`src/rtl/elev_sched_pkg.sv`:
```
// Shared types and helpers for the elevator call scheduler.
package elev_sched_pkg;

  localparam int MAX_FLOORS = 16;
  localparam int IDX_W      = 4;

  typedef enum logic [2:0] {
    ST_IDLE,
    ST_SELECT,
    ST_ISSUE,
    ST_MOVING,
    ST_HALT
  } state_e;

  function automatic int floor_w(input int n);
    return (n <= 2) ? 1 : $clog2(n);
  endfunction

  function automatic logic onehot_valid(input logic [MAX_FLOORS-1:0] v);
    int cnt;
    cnt = 0;
    for (int i = 0; i < MAX_FLOORS; i++) cnt += int'(v[i]);
    return cnt == 1;
  endfunction

  function automatic logic [IDX_W-1:0] onehot_to_idx(input logic [MAX_FLOORS-1:0] v);
    logic [IDX_W-1:0] idx;
    idx = '0;
    for (int i = 0; i < MAX_FLOORS; i++) if (v[i]) idx = IDX_W'(i);
    return idx;
  endfunction

endpackage

```
`src/rtl/elev_next_floor_sel.sv`:
```
// Combinational SCAN picker: keeps the travel direction while calls remain ahead,
// otherwise reverses. The car's own floor is never a candidate.
module elev_next_floor_sel #(
  parameter int N_FLOORS = 4,
  parameter int FLOOR_W  = 2
) (
  input  logic [N_FLOORS-1:0] pending,
  input  logic [FLOOR_W-1:0]  cur_floor,
  input  logic                dir_up,
  output logic                found,
  output logic [FLOOR_W-1:0]  next_floor,
  output logic                next_dir_up
);

  logic               have_above, have_below;
  logic [FLOOR_W-1:0] lo_above, hi_below;

  always_comb begin
    // NOTE: every variable gets a default before any branch, so no latch is inferred.
    have_above = 1'b0;
    have_below = 1'b0;
    lo_above   = '0;
    hi_below   = '0;
    for (int i = 0; i < N_FLOORS; i++) begin
      if (pending[i] && (i > int'(cur_floor)) && !have_above) begin
        have_above = 1'b1;
        lo_above   = FLOOR_W'(i);
      end
      if (pending[i] && (i < int'(cur_floor))) begin
        have_below = 1'b1;
        hi_below   = FLOOR_W'(i);
      end
    end

    found       = have_above || have_below;
    next_floor  = '0;
    next_dir_up = dir_up;
    if (dir_up && have_above) begin
      next_floor  = lo_above;
      next_dir_up = 1'b1;
    end else if (have_below) begin
      next_floor  = hi_below;
      next_dir_up = 1'b0;
    end else if (have_above) begin
      next_floor  = lo_above;
      next_dir_up = 1'b1;
    end
  end

endmodule

```
`src/rtl/elevator_call_scheduler.sv`:
```
// Call latch + SCAN destination scheduler with valid/ready hand-off.
// Optional return-home request: define ELEV_SCHED_HOME_RETURN_EN.
module elevator_call_scheduler
  import elev_sched_pkg::*;
#(
  parameter int N_FLOORS = 4,
`ifdef ELEV_SCHED_HOME_RETURN_EN
  parameter int HOME_TIMEOUT = 1000,
`endif
  localparam int FLOOR_W = floor_w(N_FLOORS)
) (
  input  logic                clock,
  input  logic                reset,
  input  logic [N_FLOORS-1:0] call_n,
  input  logic [N_FLOORS-1:0] floor_sens,
  input  logic                emerg,
  output logic                dest_valid,
  input  logic                dest_ready,
  output logic [FLOOR_W-1:0]  dest_floor,
  output logic                dir_up,
  input  logic                arrived,
  output logic [FLOOR_W-1:0]  cur_floor,
  output logic [N_FLOORS-1:0] pending,
  output logic                busy
);

  state_e              state_q, state_d;
  logic [N_FLOORS-1:0] pending_q, pending_d;
  logic                dest_valid_q, dest_valid_d;
  logic [FLOOR_W-1:0]  dest_floor_q, dest_floor_d;
  logic                dir_up_q, dir_up_d;
  logic [FLOOR_W-1:0]  cur_floor_q, cur_floor_d;

  logic [N_FLOORS-1:0] call_set, cur_bit, dest_bit, pend_eff, home_vec;
  logic                home_req, home_keep;
  logic                sel_found, sel_dir_up;
  logic [FLOOR_W-1:0]  sel_floor;

  assign call_set = (state_q == ST_HALT) ? '0 : ~call_n;
  assign cur_bit  = N_FLOORS'(1) << cur_floor_q;
  assign dest_bit = N_FLOORS'(1) << dest_floor_q;
  assign home_vec = {{(N_FLOORS-1){1'b0}}, home_req};
  assign pend_eff = pending_q | home_vec;
  // Home request survives an arrival unless that arrival was at floor 0.
  assign home_keep = home_req && (dest_floor_q != '0);

  elev_next_floor_sel #(
    .N_FLOORS(N_FLOORS),
    .FLOOR_W (FLOOR_W)
  ) u_sel (
    .pending    (pend_eff),
    .cur_floor  (cur_floor_q),
    .dir_up     (dir_up_q),
    .found      (sel_found),
    .next_floor (sel_floor),
    .next_dir_up(sel_dir_up)
  );

`ifdef ELEV_SCHED_HOME_RETURN_EN
  localparam int CNT_W = $clog2(HOME_TIMEOUT + 1);
  logic [CNT_W-1:0] idle_cnt_q;
  logic             home_req_q;

  always_ff @(posedge clock) begin
    if (reset || emerg) begin
      idle_cnt_q <= '0;
      home_req_q <= 1'b0;
    end else begin
      if ((state_q == ST_MOVING && arrived && dest_floor_q == '0) ||
          ((state_q == ST_IDLE || state_q == ST_SELECT) && cur_floor_q == '0))
        home_req_q <= 1'b0;
      if (state_q == ST_IDLE && pending_q == '0 && cur_floor_q != '0 &&
          &call_n && !home_req_q) begin
        idle_cnt_q <= idle_cnt_q + 1'b1;
        if (idle_cnt_q == CNT_W'(HOME_TIMEOUT - 1)) home_req_q <= 1'b1;
      end else begin
        idle_cnt_q <= '0;
      end
    end
  end
  assign home_req = home_req_q;
`else
  assign home_req = 1'b0;
`endif

  always_comb begin
    state_d      = state_q;
    pending_d    = pending_q | call_set;
    dest_valid_d = dest_valid_q;
    dest_floor_d = dest_floor_q;
    dir_up_d     = dir_up_q;
    cur_floor_d  = cur_floor_q;

    if (onehot_valid(MAX_FLOORS'(floor_sens)))
      cur_floor_d = FLOOR_W'(onehot_to_idx(MAX_FLOORS'(floor_sens)));

    unique case (state_q)
      ST_IDLE: begin
        if (pend_eff == cur_bit) pending_d = (pending_q & ~cur_bit) | call_set;
        else if (pend_eff != '0) state_d = ST_SELECT;
      end
      ST_SELECT: begin
        if (sel_found) begin
          dest_floor_d = sel_floor;
          dir_up_d     = sel_dir_up;
          dest_valid_d = 1'b1;
          state_d      = ST_ISSUE;
        end else begin
          if (pend_eff == cur_bit) pending_d = (pending_q & ~cur_bit) | call_set;
          state_d = ST_IDLE;
        end
      end
      ST_ISSUE: begin
        if (dest_ready) begin
          dest_valid_d = 1'b0;
          state_d      = ST_MOVING;
        end
      end
      ST_MOVING: begin
        if (arrived) begin
          pending_d = pending_d & ~dest_bit;
          state_d   = ((pending_d | (home_keep ? home_vec : '0)) != '0) ? ST_SELECT : ST_IDLE;
        end
      end
      ST_HALT: begin
        pending_d = '0;
        if (!emerg) state_d = ST_IDLE;
      end
      default: state_d = ST_IDLE;
    endcase

    if (emerg) begin
      state_d      = ST_HALT;
      pending_d    = '0;
      dest_valid_d = 1'b0;
    end
  end

  always_ff @(posedge clock) begin
    // NOTE: registers use non-blocking assignments so every flop samples pre-edge values.
    if (reset) begin
      state_q      <= ST_IDLE;
      pending_q    <= '0;
      dest_valid_q <= 1'b0;
      dest_floor_q <= '0;
      dir_up_q     <= 1'b1;
      cur_floor_q  <= '0;
    end else begin
      state_q      <= state_d;
      pending_q    <= pending_d;
      dest_valid_q <= dest_valid_d;
      dest_floor_q <= dest_floor_d;
      dir_up_q     <= dir_up_d;
      cur_floor_q  <= cur_floor_d;
    end
  end

  assign dest_valid = dest_valid_q;
  assign dest_floor = dest_floor_q;
  assign dir_up     = dir_up_q;
  assign cur_floor  = cur_floor_q;
  assign pending    = pending_q;
  assign busy       = (state_q != ST_IDLE);

endmodule

```
`config.mk`:
```
export PLATFORM = sky130hd
export DESIGN_NAME = elevator_call_scheduler
export DESIGN_NICKNAME = d
export VERILOG_FILES = /design/src/rtl/elev_sched_pkg.sv /design/src/rtl/elev_next_floor_sel.sv /design/src/rtl/elevator_call_scheduler.sv
export SDC_FILE = /design/constraint.sdc
export NUM_CORES = 1
export LEC_CHECK = 0
export ABC_AREA = 1
export BUFFER_PORTS_ARGS = -buffer_cell sky130_fd_sc_hd__clkbuf_2
export CORE_UTILIZATION = 55
export CTS_CLUSTER_DIAMETER = 80
export DETAILED_ROUTE_END_ITERATION = 6
export GPL_TIMING_DRIVEN = 1
export PLACE_DENSITY = 0.81
export SLEW_MARGIN = 20
export SYNTH_ARGS = -nofsm -noshare
export SYNTH_HDL_FRONTEND = slang
export SYNTH_HIERARCHICAL = 1
export SYNTH_SLANG_ARGS = --single-unit
```
`constraint.sdc`:
```
create_clock -name clock -period 3.38 [get_ports clock]
set_input_delay 0 -clock clock [delete_from_list [all_inputs] [get_ports clock]]
set_output_delay 0 -clock clock [all_outputs]
set_load 0.02 [all_outputs]
```
==> impl_metrics.ini <==
[synth]
synth_nets = 193
async_flop_share_pct = 0
ys.flop_type = dfxtp_1
synth-edff-count = 0
netlist_instances = 173
netlist_area_mm2 = 0.001044
yosys.area.top_type_share_pct = 24.94
yosysUniqueCellTypes = 24
ys_warn_count = 6
ys_seq_elements = 13
synth_area_leader_cell = dfxtp_1
synth_area_leaders = dfxtp_1 (25%), nand2_1 (17%), inv_1 (14%)
ys_seq_area_share_pct = 24.94
syn_avg_cell_area_um2 = 6.032

[worst_setup_path]
timing.critical_path.slowest_stage_cell = dfxtp_1
r2r_cells = 10
worstPathMaxFanout = 9
cp-end-kind = flip-flop
path_buf_inv = 1
path_cells = nand2_1, nand2_2, nand3_2, or2_1, nand2_1, nor3_2, nor2_1, a21oi_1, o21bai_1, inv_1
worstReg2RegEnd = pending[0]
crit_type = flip-flop to flip-flop
r2r_slack_ps = 1420
cpMostUsedCell = nand2_1
cpPeakStageDelay_ps = 500
arrival_ps = 2140
path_delay_family = simple AND/OR/NAND/NOR gates
r2r-start = cur_floor[1]
worstPathRequired_ps = 3560
worstSetupStartpointType = flip-flop

[sta]
rsz0062_at_grt = false
fin_skew_ps = 0.9694
report.final.slew_viol_count = 0
worst_slew_pin_slew_ps = 301.7
hold_violations = 0
setup_tns_ps = 0
fmax_ghz = 0.5089
min_period_ps = 1965
slew_headroom_pct = 79.86
setup_ws_ps = 1415
finalSetupViolations = 0
post-route-period-util_pct = 58.13

[global_routing]
grt_pass1_vias = 1055
grt_usage_pct = 28.78
antenna_found_initial = 0
grt_max_degree = 10
overflow = 0
grt_pass1_wl_mm = 4.312

[hold_path]
hold-path-endpoint = state_q[0]
hold_depth = 4
hp-start = arrived
hold_class = primary input to flip-flop

[finish]
nets = 225
drive_gt1_share_pct = 17.16
antenna-diode-count = 0
area_delta_synth_final_pct = 20.38
final_cells = 229

[detailed_routing]
dr.pass1.iters = 4
ant_nets = 0
vias = 1148
totalWireLength_mm = 2.604
wl_per_cell_um = 11.37
drc = 0
vias_per_cell = 5.013
drt_iter0_markers = 33

[placement]
pre_cts_ws_ps = 1381
io_buffers = 23
gp_congestion = 0.9005
dp_hpwl_mm = 2.092
dp.cells = 221

[floorplan]
coreArea_mm2 = 0.001745
dieHeight_um = 45.56
rows = 15
dieArea_mm2 = 0.002075
initial_core_util_pct = 59.78
dieWidth_um = 45.56
io_pins = 24

[pwr]
p_per_area_mw_per_mm2 = 381.2
power.leakage_nw = 0.7381
ir_drop_v = 0.0002542

[clock_network]
clk_pin_slew_ps = 80
cts_buffers = 3
clockRootBuffer = clkbuf_4
cts_max_level = 1
insertion_delay_ps = 280
clock_sinks = 13
clockBufferDepth = 2
cts_tree = done

[run_status]
status = complete, no violations

[flow_run]
maxCapViolCount = 0
-- worst max path at each step --
stage                              from      endpoint  slack (ps)  depth (start not counted)
after floorplan           floor_sens[0]  cur_floor[0]        1570                          8
after global placement    floor_sens[0]  cur_floor[1]        1470                          9
after detailed placement  floor_sens[0]  cur_floor[1]        1380                          8
after CTS                  cur_floor[1]    pending[0]        1440                         10
after global routing       cur_floor[1]    pending[0]        1220                         10
final                      cur_floor[1]    pending[0]        1420                         10
-- repair_timing --
action	in CTS	in global routing
buffers inserted	0	0
hold buffers	4	0
gates resized for setup	0	0
endpoints found under the hold margin	3	0
-- area by class of cell --
class	instances	area [um2]
Clock buffer	4	26.28
Fill cell	150	489.2
Inverter	41	153.9
Multi-Input combinational cell	119	629.4
Sequential cell	13	260.3
Tap cell	25	31.28
Timing Repair Buffer	27	155.1
-- registers in the layout (all words and copies together) (netlist names) --
| register | count |
|---|---|
| dest_floor | 2 |
| dir_up | 1 |
| state_q | 3 |
| pending | 4 |
| cur_floor | 2 |
| dest_valid | 1 |
-- layer usage --
layer | vias to the layer above | global-route usage [%] | wire [um]
li1 | 604 | - | -
met1 | 509 | 37.20 | 1175
met2 | 29 | 47.71 | 1276
met3 | 6 | 3.571 | 103
met4 | 0 | 12.12 | 48
met5 | - | 0 | 0
-- kinds of logic (layout without fill, tap and decap cells) --
group	count (synthesis)	after routing	share of synthesized area (%)
buf+inv	41	72	14.75
fa+ha+maj	7	7	9.113
simple gates	81	81	34.17
compound gates	31	31	17.03
flops	13	13	24.94
-- synth_stat cells (2+ instances only) --
cell type	n
nand2_1	47
inv_1	40
dfxtp_1	13
nor2_1	13
a21oi_1	12
nand3_1	10
o21ai_0	9
ha_1	6
nand2_2	4
a31oi_1	2
nand3_2	2
o21bai_1	2
o22ai_1	2
-- where the power goes --
part           switching, mW  internal, mW  leakage, nW
Sequential            0.0213         0.166        0.106
Clock                 0.0521        0.0458       0.0150
Combinational          0.119        0.0748        0.617
Total                  0.193         0.286        0.738
-- tightest hold or removal path, cell delays in order --
cell,delay (ps)
clkbuf_2,90
nor2_1,50
nor2_1,80
a21oi_1,60
-- stage by stage --
step / hold WS [ps] / area (um2) / total power, mW / utilization [%]
3_3_place_gp: 207.8 / 1190 / 0.3705 / 68.17
5_1_grt: 75.85 / 1256 / 0.5191 / 71.97
2_1_floorplan: 71.18 / 1044 / 0.3254 / -
6_report: 41.65 / 1256 / 0.4789 / 71.97
3_5_place_dp: 216.6 / 1190 / 0.3799 / 68.17
4_1_cts: 29.16 / 1256 / 0.4823 / 71.97
-- cells in the final DEF, fill, tap and decap left out, drive strengths merged --
master and count:
nor3 2, nand2 51, a21oi 12, o21ai 9
a31oi 2, a211oi 1, dfxtp 13, o21bai 2
o21a 1, ha 6, or2 1, nand4 1
o22ai 2, a21bo 1, o211ai 1, nor2 13
or3b 1, dlygate4sd3 4, clkbuf 27, inv 41
fa 1, nand3 12
(Power assumes the default switching activity.)
